## src/rtl/rr_arbiter_param.sv

```systemverilog
// rr_arbiter_param: round-robin arbiter for NUM_REQ requesters with a
// programmable time slice. The arbiter skips idle requesters, and it releases a
// grant early when the owner drops its request. Every output is registered.
//
// Optional build macro: RR_ARB_LOCK_EN adds the `lock` input. While lock is
// high, quantum expiry is held off.
//
// Ports:
//   clk            system clock; all logic is clocked on posedge
//   reset          synchronous, active-high reset
//   request_queue  level-sensitive request bit per requester
//   lock           (RR_ARB_LOCK_EN only) holds the current grant past its quantum
//   grant_out      one-hot grant, or zero when idle
//   grant_valid    high when grant_out is nonzero
//   grant_idx      binary index of the owner; zero when idle
//   slice_expire   one-cycle pulse after a grant ends by quantum expiry
module rr_arbiter_param #(
    parameter int unsigned NUM_REQ      = 4,
    parameter int unsigned SLICE_CYCLES = 150000000,
    parameter int unsigned CNT_W        = 32,
    localparam int unsigned IDX_W       = (NUM_REQ > 1) ? $clog2(NUM_REQ) : 1
) (
    input  logic               clk,
    input  logic               reset,
    input  logic [NUM_REQ-1:0] request_queue,
`ifdef RR_ARB_LOCK_EN
    input  logic               lock,
`endif
    output logic [NUM_REQ-1:0] grant_out,
    output logic               grant_valid,
    output logic [IDX_W-1:0]   grant_idx,
    output logic               slice_expire
);

    localparam int unsigned     PW       = IDX_W + 1;
    localparam logic [CNT_W-1:0] CNT_LAST = CNT_W'(SLICE_CYCLES - 1);

    typedef enum logic [0:0] {
        ST_IDLE  = 1'b0,
        ST_GRANT = 1'b1
    } state_e;

    state_e               state_q, state_d;
    logic [IDX_W-1:0]     ptr_q, ptr_d;
    logic [CNT_W-1:0]     cnt_q, cnt_d;
    logic [NUM_REQ-1:0]   grant_q, grant_d;
    logic [IDX_W-1:0]     idx_q, idx_d;
    logic                 valid_q, valid_d;
    logic                 expire_q, expire_d;

    logic                 lock_c;
    logic                 drop_c;
    logic                 expiry_c;
    logic [IDX_W-1:0]     next_ptr_c;
    logic [PW-1:0]        pick_c;

`ifdef RR_ARB_LOCK_EN
    assign lock_c = lock;
`else
    assign lock_c = 1'b0;
`endif

    // First requester in the order start, start+1, ..., wrapping at NUM_REQ.
    // The result is {found, index}.
    function automatic logic [PW-1:0] pick(input logic [NUM_REQ-1:0] req,
                                           input logic [IDX_W-1:0]   start);
        logic             found;
        logic [IDX_W-1:0] win;
        logic [PW-1:0]    pos;
        found = 1'b0;
        win   = '0;
        for (int i = 0; i < NUM_REQ; i++) begin
            pos = {1'b0, start} + PW'(i);
            if (pos >= PW'(NUM_REQ)) begin
                pos = pos - PW'(NUM_REQ);
            end
            if (!found && req[pos[IDX_W-1:0]]) begin
                found = 1'b1;
                win   = pos[IDX_W-1:0];
            end
        end
        return {found, win};
    endfunction

    // State and output registers
    always_ff @(posedge clk) begin
        if (reset) begin
            state_q  <= ST_IDLE;
            ptr_q    <= '0;
            cnt_q    <= '0;
            grant_q  <= '0;
            idx_q    <= '0;
            valid_q  <= 1'b0;
            expire_q <= 1'b0;
        end else begin
            state_q  <= state_d;
            ptr_q    <= ptr_d;
            cnt_q    <= cnt_d;
            grant_q  <= grant_d;
            idx_q    <= idx_d;
            valid_q  <= valid_d;
            expire_q <= expire_d;
        end
    end

    // Next-state: arbitration, slice counting and release/handoff
    always_comb begin
        state_d    = state_q;
        ptr_d      = ptr_q;
        cnt_d      = cnt_q;
        grant_d    = grant_q;
        idx_d      = idx_q;
        valid_d    = valid_q;
        expire_d   = 1'b0;
        drop_c     = 1'b0;
        expiry_c   = 1'b0;
        next_ptr_c = ptr_q;
        pick_c     = '0;

        unique case (state_q)
            ST_IDLE: begin
                pick_c = pick(request_queue, ptr_q);
                cnt_d  = '0;
                if (pick_c[IDX_W]) begin
                    state_d = ST_GRANT;
                    grant_d = NUM_REQ'(1) << pick_c[IDX_W-1:0];
                    idx_d   = pick_c[IDX_W-1:0];
                    valid_d = 1'b1;
                end else begin
                    grant_d = '0;
                    idx_d   = '0;
                    valid_d = 1'b0;
                end
            end

            ST_GRANT: begin
                drop_c   = !request_queue[idx_q];
                // While locked, the counter sits at CNT_LAST and does not expire.
                expiry_c = (cnt_q == CNT_LAST) && !lock_c;
                if (!drop_c && !expiry_c) begin
                    if (cnt_q != CNT_LAST) begin
                        cnt_d = cnt_q + CNT_W'(1);
                    end
                end else begin
                    next_ptr_c = (idx_q == IDX_W'(NUM_REQ - 1)) ? '0
                                                                : idx_q + IDX_W'(1);
                    ptr_d    = next_ptr_c;
                    pick_c   = pick(request_queue, next_ptr_c);
                    // A request drop takes precedence, so only a pure expiry pulses.
                    expire_d = !drop_c;
                    cnt_d    = '0;
                    if (pick_c[IDX_W]) begin
                        grant_d = NUM_REQ'(1) << pick_c[IDX_W-1:0];
                        idx_d   = pick_c[IDX_W-1:0];
                        valid_d = 1'b1;
                    end else begin
                        state_d = ST_IDLE;
                        grant_d = '0;
                        idx_d   = '0;
                        valid_d = 1'b0;
                    end
                end
            end

            default: begin
                state_d = ST_IDLE;
            end
        endcase
    end

    assign grant_out    = grant_q;
    assign grant_valid  = valid_q;
    assign grant_idx    = idx_q;
    assign slice_expire = expire_q;

endmodule

```

## config.mk

```make
export PLATFORM = sky130hd
export DESIGN_NAME = rr_arbiter_param
export DESIGN_NICKNAME = d
export VERILOG_FILES = /design/src/rtl/rr_arbiter_param.sv
export SDC_FILE = /design/constraint.sdc
export NUM_CORES = 1
export LEC_CHECK = 0
export CORE_MARGIN = 2
export CORE_UTILIZATION = 50
export CTS_CLUSTER_SIZE = 25
export DETAILED_ROUTE_END_ITERATION = 8
export PLACE_DENSITY = 0.79
export SYNTH_ARGS = -nofsm -noshare
export SYNTH_HDL_FRONTEND = slang
export SYNTH_SLANG_ARGS = --single-unit
export TNS_END_PERCENT = 100
```

## constraint.sdc

```tcl
create_clock -name clk -period 2.5 [get_ports clk]
set_clock_uncertainty 0.2 [all_clocks]
set_input_delay 0.5 -clock clk [delete_from_list [all_inputs] [get_ports clk]]
set_output_delay 0.5 -clock clk [all_outputs]
set_load 0.02 [all_outputs]
```

==> results of run 1 <==
-- per-layer routing --
layer | vias up | GRT usage (%)
met1 | 860 | 25.8
li1 | 936 | -
met3 | 12 | 5.52
met2 | 47 | 30.2
met4 | 0 | 7.69
met5 | - | 0
-- stage by stage --
step	utilization, %	setup slack [ps]
floorplan	-	347
global placement	58.1	88.2
detailed placement	58.1	49.8
CTS	60.9	216
global route	60.9	12.9
finish	60.9	214
-- registers in the layout, summed over array words and instances (netlist names) --
| signal | count |
|---|---|
| cnt_q | 32 |
| grant_out | 4 |
| grant_idx | 2 |
| ptr_q | 2 |
| grant_valid | 1 |
| slice_expire | 1 |
| state_q | 1 |
-- cells in the final DEF, fill, tap and decap left out, types with 4 or more instances in the layout --
cell             count
clkdlybuf4s50_1     13
nor4b_1              4
xor2_1              23
and3_1               4
buf_4               10
dfxtp_1             43
nand4_1             17
nor3_1               8
nor4_1               5
inv_1                9
nand2b_1             6
nand2_1              8
a21oi_1              6
clkbuf_8             5
nor2_1              47
nand3_1             13
xnor2_1              7
o21ai_0              6
and2_1               6
-- final timing paths --
path | endpoint | slack (ps)
hold / removal | cnt_q[0]$_SDFFE_PP0P_ | 270
hold reg to reg | cnt_q[0]$_SDFFE_PP0P_ | 270
setup reg to reg | slice_expire$_SDFF_PP0_ | 210
setup / recovery | slice_expire$_SDFF_PP0_ | 210
-- power breakdown --
part | leakage, nW | internal [mW] | switching [mW]
sequential | 0.349 | 0.707 | 0.0235
combinational | 0.438 | 0.108 | 0.123
clock | 0.0548 | 0.301 | 0.260
-- layout make-up --
| cell class | count | area [µm²] |
|---|---|---|
| Fill cell | 375 | 1600 |
| Multi-Input combinational cell | 191 | 1190 |
| Sequential cell | 43 | 861 |
| Timing Repair Buffer | 24 | 225 |
| Clock buffer | 5 | 68.8 |
| Tap cell | 50 | 62.6 |
| Clock inverter | 3 | 46.3 |
| Inverter | 9 | 33.8 |
-- worst max-delay path: cells and delay by family, from the launching register on --
kind            cells  cell delay [ps]
compound gates      1              310
fa+ha+maj           1              250
flops               1              380
simple gates        4             1090
-- cells by family (layout without fill, tap and decap cells) --
| family | after synthesis | count (layout) | share of synthesized area, % |
|---|---|---|---|
| AOI/OAI and AO/OA | 29 | 29 | 9.87 |
| xor gates and xnor gates | 30 | 30 | 12.2 |
| adders and majority gates | 2 | 2 | 1.16 |
| buffers and inverters | 18 | 41 | 4.70 |
| DFF | 43 | 43 | 40.0 |
| muxes | 2 | 2 | 1.51 |
| and+or+nand+nor | 128 | 128 | 30.6 |
==> impl_metrics.ini, run 1 <==
[timing]
fin_tns_setup_ps = 0
slew_headroom_pct = 64.6
final.min_clock_period_ps = 2290
hold_viol_final = 0
min_period_over_period_pct = 91.4
whs_ps = 270
setup_viol = 0
worst_slew_pin_slew_ps = 527
grt_setup_unrepaired = false
maxSlewViolCount = 0
fmax_mhz = 437

[route]
wl_met2_mm = 1.99
via_per_inst = 5.71
drc_errors = 0
route.antenna.remaining_nets = 0
wl_per_cell_um = 13.6
dr.max_layer_used = met4
route.met3.wl_um = 195
drt_iter0_drc = 73
dr_total_vias = 1855
wirelength_mm = 4.43
m1WireLength_mm = 2.14
firstDrtPassIters = 4

[clocking]
clockRootBuffer = clkbuf_8
cts-resized-gates = 0
cts_max_path_buffers = 2
cts_inserted_buffers = 5
cts_tree = built
clock_latency_ps = 300
cts_setup_buffers = 0
path_clk_slew_ps = 90
htree_levels = 2
cts-hold-fix-buffers = 0
clkSinkCount = 43

[finish]
final_nets = 282
final_area_mm2 = 0.00249
drive_gt1_share_pct = 9.09
area_growth_pct = 15.6
antennaDiodeCount = 0
stdcell_count = 325

[setup_path]
criticalPathCategory = flip-flop to flip-flop
end_kind = flip-flop
crit_chain = ha_1 -> nand3_1 -> or4_1 -> o21ai_0 -> and2_1 -> and3b_1
required_ps = 2550
critPathLaunchType = flip-flop
critPathLaunch = cnt_q[0]$_SDFFE_PP0P_
cp_max_fo = 4
cp_slowest_cell = or4_1
reg2reg_depth = 6
cpPeakStageDelay_ps = 580
worstPathArrival_ps = 2340
rr_startpoint = cnt_q[0]$_SDFFE_PP0P_

[hold_path]
hold_depth = 1
min-delay-path-class = flip-flop to flip-flop
holdCritStartpoint = cnt_q[0]$_SDFFE_PP0P_

[yosys]
synth_warnings = 0
ys_top_cells_by_count = 47 x nor2_1, 43 x dfxtp_1, 23 x xor2_1
postSynth.asyncResetShare_pct = 0
seq_area_frac_synth_pct = 40.0
synth-seq-cells = 43
yosys.area.top_type = dfxtp_1
syn_avg_cell_area_um2 = 8.55
netlist.area_leader.share_pct = 40.0
synth_most_common_cell = nor2_1
synth_ff_type = dfxtp_1
synth_nets = 260
syn-instance-count = 252
synth_area_mm2 = 0.00215
synth_cell_types = 44
synth_edf_count = 0
synth.area.top_cells = dfxtp_1 40%, xor2_1 9.3%, nor2_1 8.2%

[outcome]
status = complete, no violations

[placement]
dp_hpwl_mm = 3.13
place_area_mm2 = 0.00237
place_congestion = 0.853
io_buffers = 13
placed_cells = 317

[die]
die_y_um = 69.6
start_util_pct = 52.7
die_area_mm2 = 0.00485
fp-row-count = 23
core_area_mm2 = 0.00409
io_pins = 14
fp.dieW_um = 69.6

[grt]
gr-total-overflow = 0
grt_pass1_vias = 1743
grt_usage_pct = 19.5
grt_pass1_wl_mm = 7.72
grt_start_max_net_pins = 33
grt_antenna_before_repair = 0

[job]
drv_cap = 0

[power_and_ir_drop]
power-per-cell-area_mw_per_mm2 = 611
irDropWorstVdd_mv = 0.432
p_total_mw = 1.52
p_leak_nw = 0.841
No activity file was read; power rests on OpenSTA's default activity.
==> run 2, diff against run 1 <==
--- a/config.mk
+++ b/config.mk
@@ -7,7 +7,6 @@
 export LEC_CHECK = 0
 export CORE_MARGIN = 2
 export CORE_UTILIZATION = 50
-export CTS_CLUSTER_SIZE = 25
 export DETAILED_ROUTE_END_ITERATION = 8
 export PLACE_DENSITY = 0.79
 export SYNTH_ARGS = -nofsm -noshare
==> results of run 2 <==
Same layout as run 1: the final DEF is identical, and so are final timing and power.
==> run 3, diff against run 2 <==
--- a/config.mk
+++ b/config.mk
@@ -8,7 +8,7 @@
 export CORE_MARGIN = 2
 export CORE_UTILIZATION = 50
 export DETAILED_ROUTE_END_ITERATION = 8
-export PLACE_DENSITY = 0.79
+export PLACE_DENSITY = 0.82
 export SYNTH_ARGS = -nofsm -noshare
 export SYNTH_HDL_FRONTEND = slang
 export SYNTH_SLANG_ARGS = --single-unit
==> constraint.sdc (replaced) <==
create_clock -name clk -period 1.9 [get_ports clk]
set_clock_uncertainty 0.2 [all_clocks]
set_input_delay 0.38 -clock clk [delete_from_list [all_inputs] [get_ports clk]]
set_output_delay 0.38 -clock clk [all_outputs]
set_load 0.02 [all_outputs]
==> impl_metrics.ini, run 3 (same netlist as run 1, synthesis figures left out) <==
[finish]
top_register = cnt_q
mostFrequentLayoutCells = 51 x buf_4, 41 x dfxtp_1, 38 x nor2_1
multi_input_area_mm2 = 0.00128
final_area_mm2 = 0.00295
final_nets = 329
drive_gt1_share_pct = 27.7
register_area_um2 = 863
area_growth_pct = 36.9
final_common_cell = buf_4
largest_register_ffs = 32
n_fill_cell = 288
stdcell_count = 371
antennaDiodeCount = 0

[route]
drc_errors = 0
firstDrtPassIters = 4
wl_per_cell_um = 14.8
dr_total_vias = 2080
wirelength_mm = 5.49
drt_iter0_drc = 109
route.antenna.remaining_nets = 0
via_per_inst = 5.61

[placement]
dp_hpwl_mm = 3.59
dp_slack_ps = -506
place_congestion = 0.844
io_buffers = 13
place_area_mm2 = 0.00272
placed_cells = 359

[setup_path]
cpPeakStageDelay_ps = 540
criticalPathCategory = flip-flop to flip-flop
cp_slowest_cell = or4b_4
crit_chain = or4b_4 -> or4_4 -> o211ai_4 -> or2_4 -> buf_12 -> nor2_1
critPathLaunchType = flip-flop
critPathBufInv = 1
worstPathArrival_ps = 2220
rr_startpoint = cnt_q[30]$_SDFFE_PP0P_
reg2reg_depth = 6
cp_max_fo = 16
timing.rr.end = cnt_q[23]$_SDFFE_PP0P_
end_kind = flip-flop
reg2reg_slack_ps = -340
required_ps = 1880
cp_top_family = simple AND/OR/NAND/NOR gates

[timing]
maxSlewViolCount = 0
grt_setup_unrepaired = true
final.min_clock_period_ps = 2240
finalWorstSetupSlack_ps = -337
hold_viol_final = 0
worst_slew_pin_slew_ps = 485
min_period_over_period_pct = 118
setup_viol = 42
slew_headroom_pct = 67.3
fmax_mhz = 447

[clocking]
cts_max_path_buffers = 2
clockRootBuffer = clkbuf_8
clkSinkCount = 43
cts_tree = built
cts_inserted_buffers = 5
path_clk_slew_ps = 80
clock_latency_ps = 290
htree_levels = 2

[power_and_ir_drop]
comb_power_share_pct = 21.8
pwr-share-seq_pct = 48.4
sw_frac_of_total_pct = 27.1
power-per-cell-area_mw_per_mm2 = 664
p_leak_nw = 1.12
p_sw_uw = 530
irDropWorstVdd_mv = 0.684
p_clk_share_pct = 29.7
p_int_mw = 1.43

[hold_path]
hold_depth = 1
holdPathEnd = grant_valid$_SDFFE_PP0P_
min-delay-path-class = flip-flop to flip-flop
holdCritStartpoint = grant_valid$_SDFFE_PP0P_

[die]
start_util_pct = 52.7
io_pins = 14
die_y_um = 69.6
fp-row-count = 23
core_area_mm2 = 0.00409
die_area_mm2 = 0.00485
fp.dieW_um = 69.6

[job]
drv_cap = 0

[outcome]
violations = setup timing
status = finished, violations left

[grt]
grt_pass1_vias = 1902
gr-total-overflow = 0
grt_usage_pct = 21.1
grt_pass1_wl_mm = 8.44
grt_start_max_net_pins = 33
grt_antenna_before_repair = 0
==> run 3: changes by cell type in the layout (fill, tap and decap cells not counted), sizes merged <==
| cell | previous run | this run |
|---|---|---|
| clkinv | 0 | 1 |
| inv | 10 | 9 |
| bufinv | 1 | 0 |
| buf | 11 | 57 |
| clkinvlp | 1 | 0 |
| clkbuf | 5 | 7 |
| dlygate4sd2 | 0 | 2 |
| clkdlybuf4s50 | 13 | 11 |
==> run 3: area by class of cell <==
cell class / instances / area share [%]
multi-input combinational: 191 / 43.4
clock inverter: 1 / 0.170
sequential: 43 / 29.3
clock buffer: 6 / 2.80
timing repair buffer: 71 / 21.0
tap: 50 / 2.12
inverter: 9 / 1.15
==> run 3: worst reg2reg max path: cells and delay by family, from the launching register on <==
| family | cells | cell delay [ps] |
|---|---|---|
| buffers and inverters | 1 | 150 |
| AO/OA/AOI/OAI | 1 | 190 |
| AND/OR/NAND/NOR | 4 | 1280 |
| flip-flops | 1 | 320 |
==> run 3: what timing repair did <==
| item | in CTS | in global routing |
|---|---|---|
| endpoints found under the hold margin | 0 | 0 |
| gates cloned | 0 | 2 |
| hold buffers | 0 | 0 |
| buffers inserted | 3 | 0 |
| gates resized for setup | 6 | 17 |
| endpoints found under the setup margin | 44 | 42 |
| pin swaps | 1 | 5 |
==> run 3: layer usage <==
layer	wire (µm)	GRT usage, %	vias to the layer above
met5	0	0	-
met4	104	5.34	0
met3	206	4.80	10
met2	2690	36.1	46
met1	2500	26.9	998
li1	-	-	1026
==> run 3: power groups by stage <==
stage	combinational (mW)	clock, mW	sequential, mW
after floorplan	0.195	0	0.998
after global placement	0.360	0	0.967
after detailed placement	0.365	0	0.968
after CTS	0.391	0.594	0.947
after global routing	0.456	0.630	0.952
final	0.427	0.582	0.948
==> run 3: per-stage QoR <==
| step | total power, mW | utilization (%) | TNS (ps) | hold WS, ps |
|---|---|---|---|---|
| after detailed placement | 1.33 | 66.5 | -17620 | 253 |
| after CTS | 1.93 | 70.0 | -13980 | 272 |
| after floorplan | 1.19 | - | -8750 | 230 |
| after global routing | 2.04 | 72.2 | -14930 | 304 |
| final | 1.96 | 72.2 | -13070 | 269 |
| after global placement | 1.33 | 66.5 | -16170 | 249 |
==> run 3: worst max-delay path by stage <==
stage,startpoint,to,cells after the start
after detailed placement,request_queue[1],grant_out[1]$_SDFFE_PP0P_,6
final,cnt_q[30]$_SDFFE_PP0P_,cnt_q[23]$_SDFFE_PP0P_,6
after global placement,request_queue[0],grant_out[3]$_SDFFE_PP0P_,7
after CTS,cnt_q[30]$_SDFFE_PP0P_,cnt_q[25]$_SDFFE_PP0P_,6
after global routing,cnt_q[30]$_SDFFE_PP0P_,cnt_q[31]$_SDFFE_PP0P_,6
after floorplan,cnt_q[7]$_SDFFE_PP0P_,cnt_q[7]$_SDFFE_PP0P_,7
